===== config.mk =====
export PLATFORM = sky130hd
export DESIGN_NAME = flipflop_bank
export DESIGN_NICKNAME = d
export VERILOG_FILES = /design/src/rtl/flipflop_bank.sv
export SDC_FILE = /design/constraint.sdc
export NUM_CORES = 1
export LEC_CHECK = 0
export ABC_AREA = 1
export ABC_CLOCK_PERIOD_IN_PS = 2420
export BUFFER_PORTS_ARGS = -buffer_cell sky130_fd_sc_hd__buf_2
export CELL_PAD_IN_SITES_DETAIL_PLACEMENT = 0
export CELL_PAD_IN_SITES_GLOBAL_PLACEMENT = 2
export CORE_ASPECT_RATIO = 0.75
export CORE_MARGIN = 4
export CORE_UTILIZATION = 26
export DETAILED_ROUTE_END_ITERATION = 6
export PLACE_DENSITY_LB_ADDON = 0.2
export RECOVER_POWER = 25
export SYNTH_ARGS = -nofsm -noshare
export SYNTH_HDL_FRONTEND = slang
export SYNTH_SLANG_ARGS = --single-unit

===== constraint.sdc =====
create_clock -name clk -period 2.42 [get_ports clk]
set_input_delay 0.363 -clock clk [delete_from_list [all_inputs] [get_ports clk]]
set_output_delay 0.363 -clock clk [all_outputs]
set_load 0.01 [all_outputs]

===== src/rtl/flipflop_bank.sv =====
// WIDTH-bit register bank: per-bit hold/clear/toggle/set cells plus a global
// opcode for load, shift, rotate and increment/decrement, with edge/carry/zero flags.

module flipflop_bit_cell (
    input  logic i_q,
    input  logic i_b1,
    input  logic i_b2,
    output logic o_qn
);
    // {b1,b2}: 00 hold, 01 clear, 10 toggle, 11 set
    assign o_qn = (~i_q & i_b1) | (i_b1 & i_b2) | (i_q & ~i_b1 & ~i_b2);
endmodule

module flipflop_bank #(
    parameter int               WIDTH       = 8,
    parameter logic [WIDTH-1:0] RESET_VALUE = {WIDTH{1'b0}}
) (
    input  logic             clk,
    input  logic             rst,
    input  logic             en,
    input  logic [2:0]       op,
    input  logic [WIDTH-1:0] b1,
    input  logic [WIDTH-1:0] b2,
    input  logic [WIDTH-1:0] d,
    input  logic             ser_in,
    output logic [WIDTH-1:0] q,
    output logic [WIDTH-1:0] rise,
    output logic [WIDTH-1:0] fall,
    output logic             carry,
    output logic             zero
);
    typedef enum logic [2:0] {
        OP_BIT  = 3'b000,
        OP_LOAD = 3'b001,
        OP_SHL  = 3'b010,
        OP_SHR  = 3'b011,
        OP_INC  = 3'b100,
        OP_DEC  = 3'b101,
        OP_ROTL = 3'b110,
        OP_ROTR = 3'b111
    } op_e;

    logic [WIDTH-1:0] r_q;
    logic [WIDTH-1:0] r_rise;
    logic [WIDTH-1:0] r_fall;
    logic             r_carry;

    logic [WIDTH-1:0] w_bit_qn;
    logic [WIDTH-1:0] w_qn;
    logic             w_carry;

    genvar gi;
    generate
        for (gi = 0; gi < WIDTH; gi++) begin : g_cell
            flipflop_bit_cell u_cell (
                .i_q  (r_q[gi]),
                .i_b1 (b1[gi]),
                .i_b2 (b2[gi]),
                .o_qn (w_bit_qn[gi])
            );
        end
    endgenerate

    // Each arm reads only the inputs its op owns, so X on the others stays out of q.
    always_comb begin
        w_qn    = r_q;
        w_carry = 1'b0;
        case (op_e'(op))
            OP_BIT:  w_qn = w_bit_qn;
            OP_LOAD: w_qn = d;
            OP_SHL: begin
                w_qn    = {r_q[WIDTH-2:0], ser_in};
                w_carry = r_q[WIDTH-1];
            end
            OP_SHR: begin
                w_qn    = {ser_in, r_q[WIDTH-1:1]};
                w_carry = r_q[0];
            end
            OP_INC: begin
                w_qn    = r_q + 1'b1;
                w_carry = &r_q;
            end
            OP_DEC: begin
                w_qn    = r_q - 1'b1;
                w_carry = ~|r_q;
            end
            OP_ROTL: begin
                w_qn    = {r_q[WIDTH-2:0], r_q[WIDTH-1]};
                w_carry = r_q[WIDTH-1];
            end
            OP_ROTR: begin
                w_qn    = {r_q[0], r_q[WIDTH-1:1]};
                w_carry = r_q[0];
            end
            default: begin
                w_qn    = r_q;
                w_carry = 1'b0;
            end
        endcase
    end

    // Flags are one-cycle pulses: anything other than an enabled update clears them.
    always_ff @(posedge clk) begin
        if (rst) begin
            r_q     <= RESET_VALUE;
            r_rise  <= '0;
            r_fall  <= '0;
            r_carry <= 1'b0;
        end else if (en) begin
            r_q     <= w_qn;
            r_rise  <= w_qn & ~r_q;
            r_fall  <= ~w_qn & r_q;
            r_carry <= w_carry;
        end else begin
            r_rise  <= '0;
            r_fall  <= '0;
            r_carry <= 1'b0;
        end
    end

    assign q     = r_q;
    assign rise  = r_rise;
    assign fall  = r_fall;
    assign carry = r_carry;
    assign zero  = ~|r_q;
endmodule


### After elaboration in Yosys (flattened, before gate mapping)

Cells that the tools add are included.

| storage, ports and cells | value |
|---|---|
| flip-flop bits (word level) | 25 |
| input port bits | 31 |
| output and inout bits | 26 |

| cells by class | value |
|---|---|
| $add $sub $neg | 2 |
| eq/ne operators | 7 |
| multiplexer cells | 2 |
| bitwise operators | 77 |
| reductions and logical operators | 7 |

Operator list:

| kind | count |
|---|---|
| 8-bit one-hot mux with 8 select lines | 1 |
| 1-bit AND | 32 |
| 1-bit NOT | 25 |
| 8-bit AND | 2 |
| 8-bit NOT | 2 |
| 1-bit bitwise OR | 16 |
| 3-bit == test, second input constant | 4 |
| 8-bit by 1-bit adder with 8-bit output, second input constant | 1 |
| 8-bit AND reduction | 1 |
| 8-bit OR reduction | 1 |
| 8-bit by 1-bit subtractor with 8-bit output, second input constant | 1 |
| 3-bit by 2-bit == test with 1-bit output, second input constant | 2 |
| 2-bit OR reduction | 3 |
| 1-bit one-hot mux with 4 select lines | 1 |
| 3-bit by 1-bit == test with 1-bit output, second input constant | 1 |
| 3-bit logical NOT | 1 |
| 1-bit logical NOT | 1 |

### Longest topological paths before layout

| logic depth | value |
|---|---|
| word-level depth | 7 |
| depth in mapped cells | 15 |
| depth with buffers taken out | 15 |

### Hierarchy

From an unflattened synthesis, not the netlist that was laid out.

| second synthesis, totals | value |
|---|---|
| cell total of the unflattened synthesis | 255 |
| area, all modules | 1702.9 µm² |

Modules (own cells, without submodules):

| module | instances | cells each | area each (µm²) | seq. area each (µm²) |
|---|---|---|---|---|
| flipflop_bank | 1 | 207 | 1512.7 | 500.5 |
| flipflop_bit_cell | 8 | 6 | 23.8 | 0.0 |

### Least setup slack after synthesis

OpenSTA, ideal clock, no wires.

| timing | value |
|---|---|
| kind | input port to flip-flop |
| start point | in op[2] |
| end point | reg r_q[4], in the netlist q[4] |
| setup time | 0.125 ns |
| arrival time | 1.768 ns |
| required time | 2.295 ns |
| setup slack | 0.527 ns |
| cell stages on the path | 13 |
| cells stage by stage | clkbuf_8 > nand3_4 > inv_1 > ha_1 > inv_1 > o21ai_0 > a21oi_1 > inv_1 > nand2_1 > nand3_1 > nand3_2 > nand2_1 > o21ai_0 |

| between the ends | value |
|---|---|
| cells in the longest elaborated chain, start to end | 2 |
| elaborated cells between the ends (all ways) | 9 |

RTL lines:

| what | line | text |
|---|---|---|
| start, declared | 21 | `input logic [2:0] op,` |
| 3-bit == test (tied with other cells) | 68 | `case (op_e'(op))` |
| 8-bit one-hot mux with 8 select lines (*) | 68 |  |
| end signal, assigned | 110 | `r_q <= w_qn;` |
| end, declared | 43 | `logic [WIDTH-1:0] r_q;` |

Mark *: on every way between the ends. The rest lies on a longest branch, timed or not.
A chain may end at the register's enable or synchronous reset.

### Worst setup path in the final report

| timing | value |
|---|---|
| start point | reg r_q[1], in the netlist q[1] |
| end point | reg r_q[4], in the netlist q[4] |

| between the ends | value |
|---|---|
| cells in the longest elaborated chain, start to end | 2 |
| elaborated cells between the ends (all ways) | 3 |

RTL lines:

| what | line |
|---|---|
| 8-bit by 1-bit subtractor with 8-bit output or 8-bit by 1-bit adder with 8-bit output (tied branches) | 84, 80 |
| 8-bit one-hot mux with 8 select lines (*) | 68 |

Marked as above.

==> key figures <==
Route
  – Post-route ant nets: 0
  – DR iter-0 viols: 84
  – DRT Pass-1 Iters: 4
  – Via/cell ratio: 4.64
  – DRT Wirelength: 5550 um
  – Via count: 1697
  – DR WL/cell: 15.2 um
  – # DRC: 0

Critical path
  – Startpoint Class: flip-flop
  – Critical path type: reg2reg
  – Slowest cell delay on critical path: 500 ps
  – Crit-path max FO: 6
  – R2r worst-path depth: 12
  – Worst Setup End Kind: flip-flop
  – R2R Path End: q[4]$_SDFFE_PP0P_
  – CP bufs+invs: 2
  – Reg2Reg Setup Slack: 490 ps
  – Delay-heaviest family, CP: simple AND/OR/NAND/NOR gates
  – Crit path cell chain: nand4_2 > nand2_1 > inv_1 > ha_1 > inv_1 > nand2_1 > a21oi_1 > nand2_1 > nand3_1 > nand3_2 > nand2_1 > o21ai_0
  – FF-to-FF Start: q[1]$_SDFFE_PP0P_
  – Required time worst endpoint: 2570 ps
  – CP arrival: 2080 ps
  – Critical Path Slowest Stage Cell: dfxtp_1
  – Most frequent CP cell: nand2_1

Clocking
  – CTS tree: done
  – Root Buffer: clkbuf_8
  – Post-CTS Setup Repair Bufs: 0
  – Max clock buf depth: 2
  – Cts repair resizes: 0
  – Num CTS Buffers: 3
  – H-tree depth: 1
  – # clock sinks: 25
  – Cts hold-fix bufs: 0
  – Clock Latency Late Sink: 270 ps
  – Clock transition at path regs: 90 ps

STA
  – Final TNS setup: 0 ps
  – Post-route minimum period: 1930 ps
  – Period utilization: 79.8%
  – Fin. max-slew vios: 0
  – Hold slack: 404 ps
  – Setup ws final: 489 ps
  – Worst slew margin: 74.6%
  – Final setup violation count: 0
  – Clock Skew: 7.17 ps
  – RSZ-0062 raised after global routing: false
  – Final Hold Viols: 0
  – Max Clock Freq: 518 MHz
  – Worst-margin pin slew: 376 ps

Place
  – Pre-CTS setup slack: 196 ps
  – IO Port Bufs: 56
  – Dpl hpwl: 4470 um
  – Gpl congestion: 0.830

Synth
  – Average size of a mapped cell: 6.96 sq um
  – Warnings, synthesis: 0
  – Post-Syn Nets: 270
  – Area contributors post-synth: dfxtp_1 31%, nand2_1 11%, inv_1 6.0%
  – Post-synth top area share: 30.6%
  – Sequential area share after synthesis: 30.6%
  – Netlist cell types: 35
  – Mapped Cells: 235
  – FF+latch count, synth: 25
  – Most area-hungry cell type in the Yosys netlist: dfxtp_1
  – Synth Cell Area: 1640 sq um

Min path
  – Worst Min Path Start: en
  – HP Class: in2reg
  – Min-Delay Endpoint: q[6]$_SDFFE_PP0P_
  – Hold depth: 4

Floorplan
  – Chip width: 99.6 um
  – Die footprint: 7640 sq um
  – Initial Util: 27.5%
  – IO Pins: 57
  – Core area: 5950 sq um
  – Die Y: 76.7 um
  – Core Rows: 24

Power
  – Power density cells: 463 nW/um^2
  – Lkg Pwr: 0.968 nW
  – Maximum VDD drop: 0.000206 V

Layout
  – Area Growth Syn to Fin: 21.1%
  – Multi-input logic area: 941 sq um
  – Number of fillers in the final layout: 686
  – Nets@finish: 324
  – Register Area: 500 sq um
  – Fraction of layout cells with a size suffix above 1: 22.9%
  – Util after Layout: 33.3%
  – N_diodes: 0

GRT
  – Initial antenna violation count: 0
  – Vias in the first global route: 1676
  – Grt total ovfl: 0
  – Total GRT Usage: 15.0%
  – Largest net degree at the start of global routing: 14
  – First-pass GRT wire length: 9150 um

Outcome
  – Status: finished clean

Run
  – MaxCap Viol Count: 0
cells in the final DEF, fill, tap and decap left out:
master and n:
o21bai_4 1, a221oi_1 4, a22oi_1 1, o21ai_0 12
clkbuf_8 3, dfxtp_1 25, a211oi_1 1, o211ai_1 1
o31ai_1 1, nand2_1 48, clkbuf_1 13, nor4b_1 1
inv_1 26, a21oi_2 1, clkinv_1 2, xnor2_1 1
ha_1 4, nor3_1 14, buf_4 3, o21a_1 4
nor2_1 25, nand2_4 1, nand3_2 3, xor2_1 4
nand4_2 2, o21ai_1 1, nand3_4 1, nand2_2 3
inv_2 1, a21oi_1 4, o22ai_1 5, buf_2 44
o21bai_1 1, nor2_2 3, nand3_1 19, nand4_1 5
kinds of logic (layout without fill, tap and decap cells):
logic type / after synthesis / count (layout) / synth area share [%]
and+or+nand+nor: 125 / 125 / 36.7
adders and majority gates: 4 / 4 / 3.06
buffers and inverters: 39 / 92 / 11.9
AOI/OAI and AO/OA: 37 / 37 / 15.1
DFF: 25 / 25 / 30.6
xor gates and xnor gates: 5 / 5 / 2.68
registers in the layout (all words and copies together) (netlist names):
signal	flops
fall	8
rise	8
q	8
carry	1
worst max-delay path by stage:
stage / to / slack, ps / startpoint / cells past startpoint
after floorplan: q[4]$_SDFFE_PP0P_ / 530 / op[2] / 13
after global placement: fall[6]$_SDFF_PP0_ / 250 / op[1] / 12
after global routing: fall[1]$_SDFF_PP0_ / 210 / q[1]$_SDFFE_PP0P_ / 8
after detailed placement: rise[6]$_SDFF_PP0_ / 200 / op[1] / 13
final: q[4]$_SDFFE_PP0P_ / 490 / q[1]$_SDFFE_PP0P_ / 12
after CTS: fall[4]$_SDFF_PP0_ / 460 / q[1]$_SDFFE_PP0P_ / 11
area by class of cell:
| type | instances | share of cell area, % |
|---|---|---|
| timing repair buffer | 59 | 14.5 |
| clock buffer | 4 | 2.27 |
| inverter | 29 | 5.50 |
| sequential | 25 | 25.3 |
| tap | 78 | 4.93 |
| multi-input combinational | 171 | 47.5 |
worst min-delay path, cell delays in order:
cell     delay [ps]
buf_2            80
nor2_1           80
nand2_1          60
nand2_1          40
synth_stat cells, drive strengths merged:
master / count
nand2: 52
nor2: 28
inv: 27
dfxtp: 25
nand3: 23
nor3: 14
o21ai: 13
buf: 9
nand4: 7
a21oi: 5
o22ai: 5
a221oi: 4
ha: 4
o21a: 4
xor2: 4
clkinv: 2
o21bai: 2
a211oi: 1
a22oi: 1
clkbuf: 1
nor4b: 1
o211ai: 1
o31ai: 1
xnor2: 1
through the flow:
step | std cells | cell area (sq um) | total power [W]
finish | 366 | 1980 | 0.000917
global route | 366 | 1980 | 0.000975
CTS | 366 | 2000 | 0.000931
detailed placement | 362 | 1950 | 0.000682
global placement | 362 | 1950 | 0.000685
floorplan | 235 | 1640 | 0.000596
per-layer routing:
metal / vias to the layer above / GRT usage [%] / wire length [um]
li1: 892 / - / -
met1: 734 / 22.5 / 2770
met2: 67 / 22.7 / 2310
met3: 4 / 3.08 / 437
met4: 0 / 1.50 / 36
met5: - / 0 / 0
power breakdown:
group / switching [W] / internal, W
sequential: 0.0000186 / 0.000427
clock: 0.000131 / 0.000118
combinational: 0.000142 / 0.0000805
Note: power is estimated with default switching activity, not from simulation.
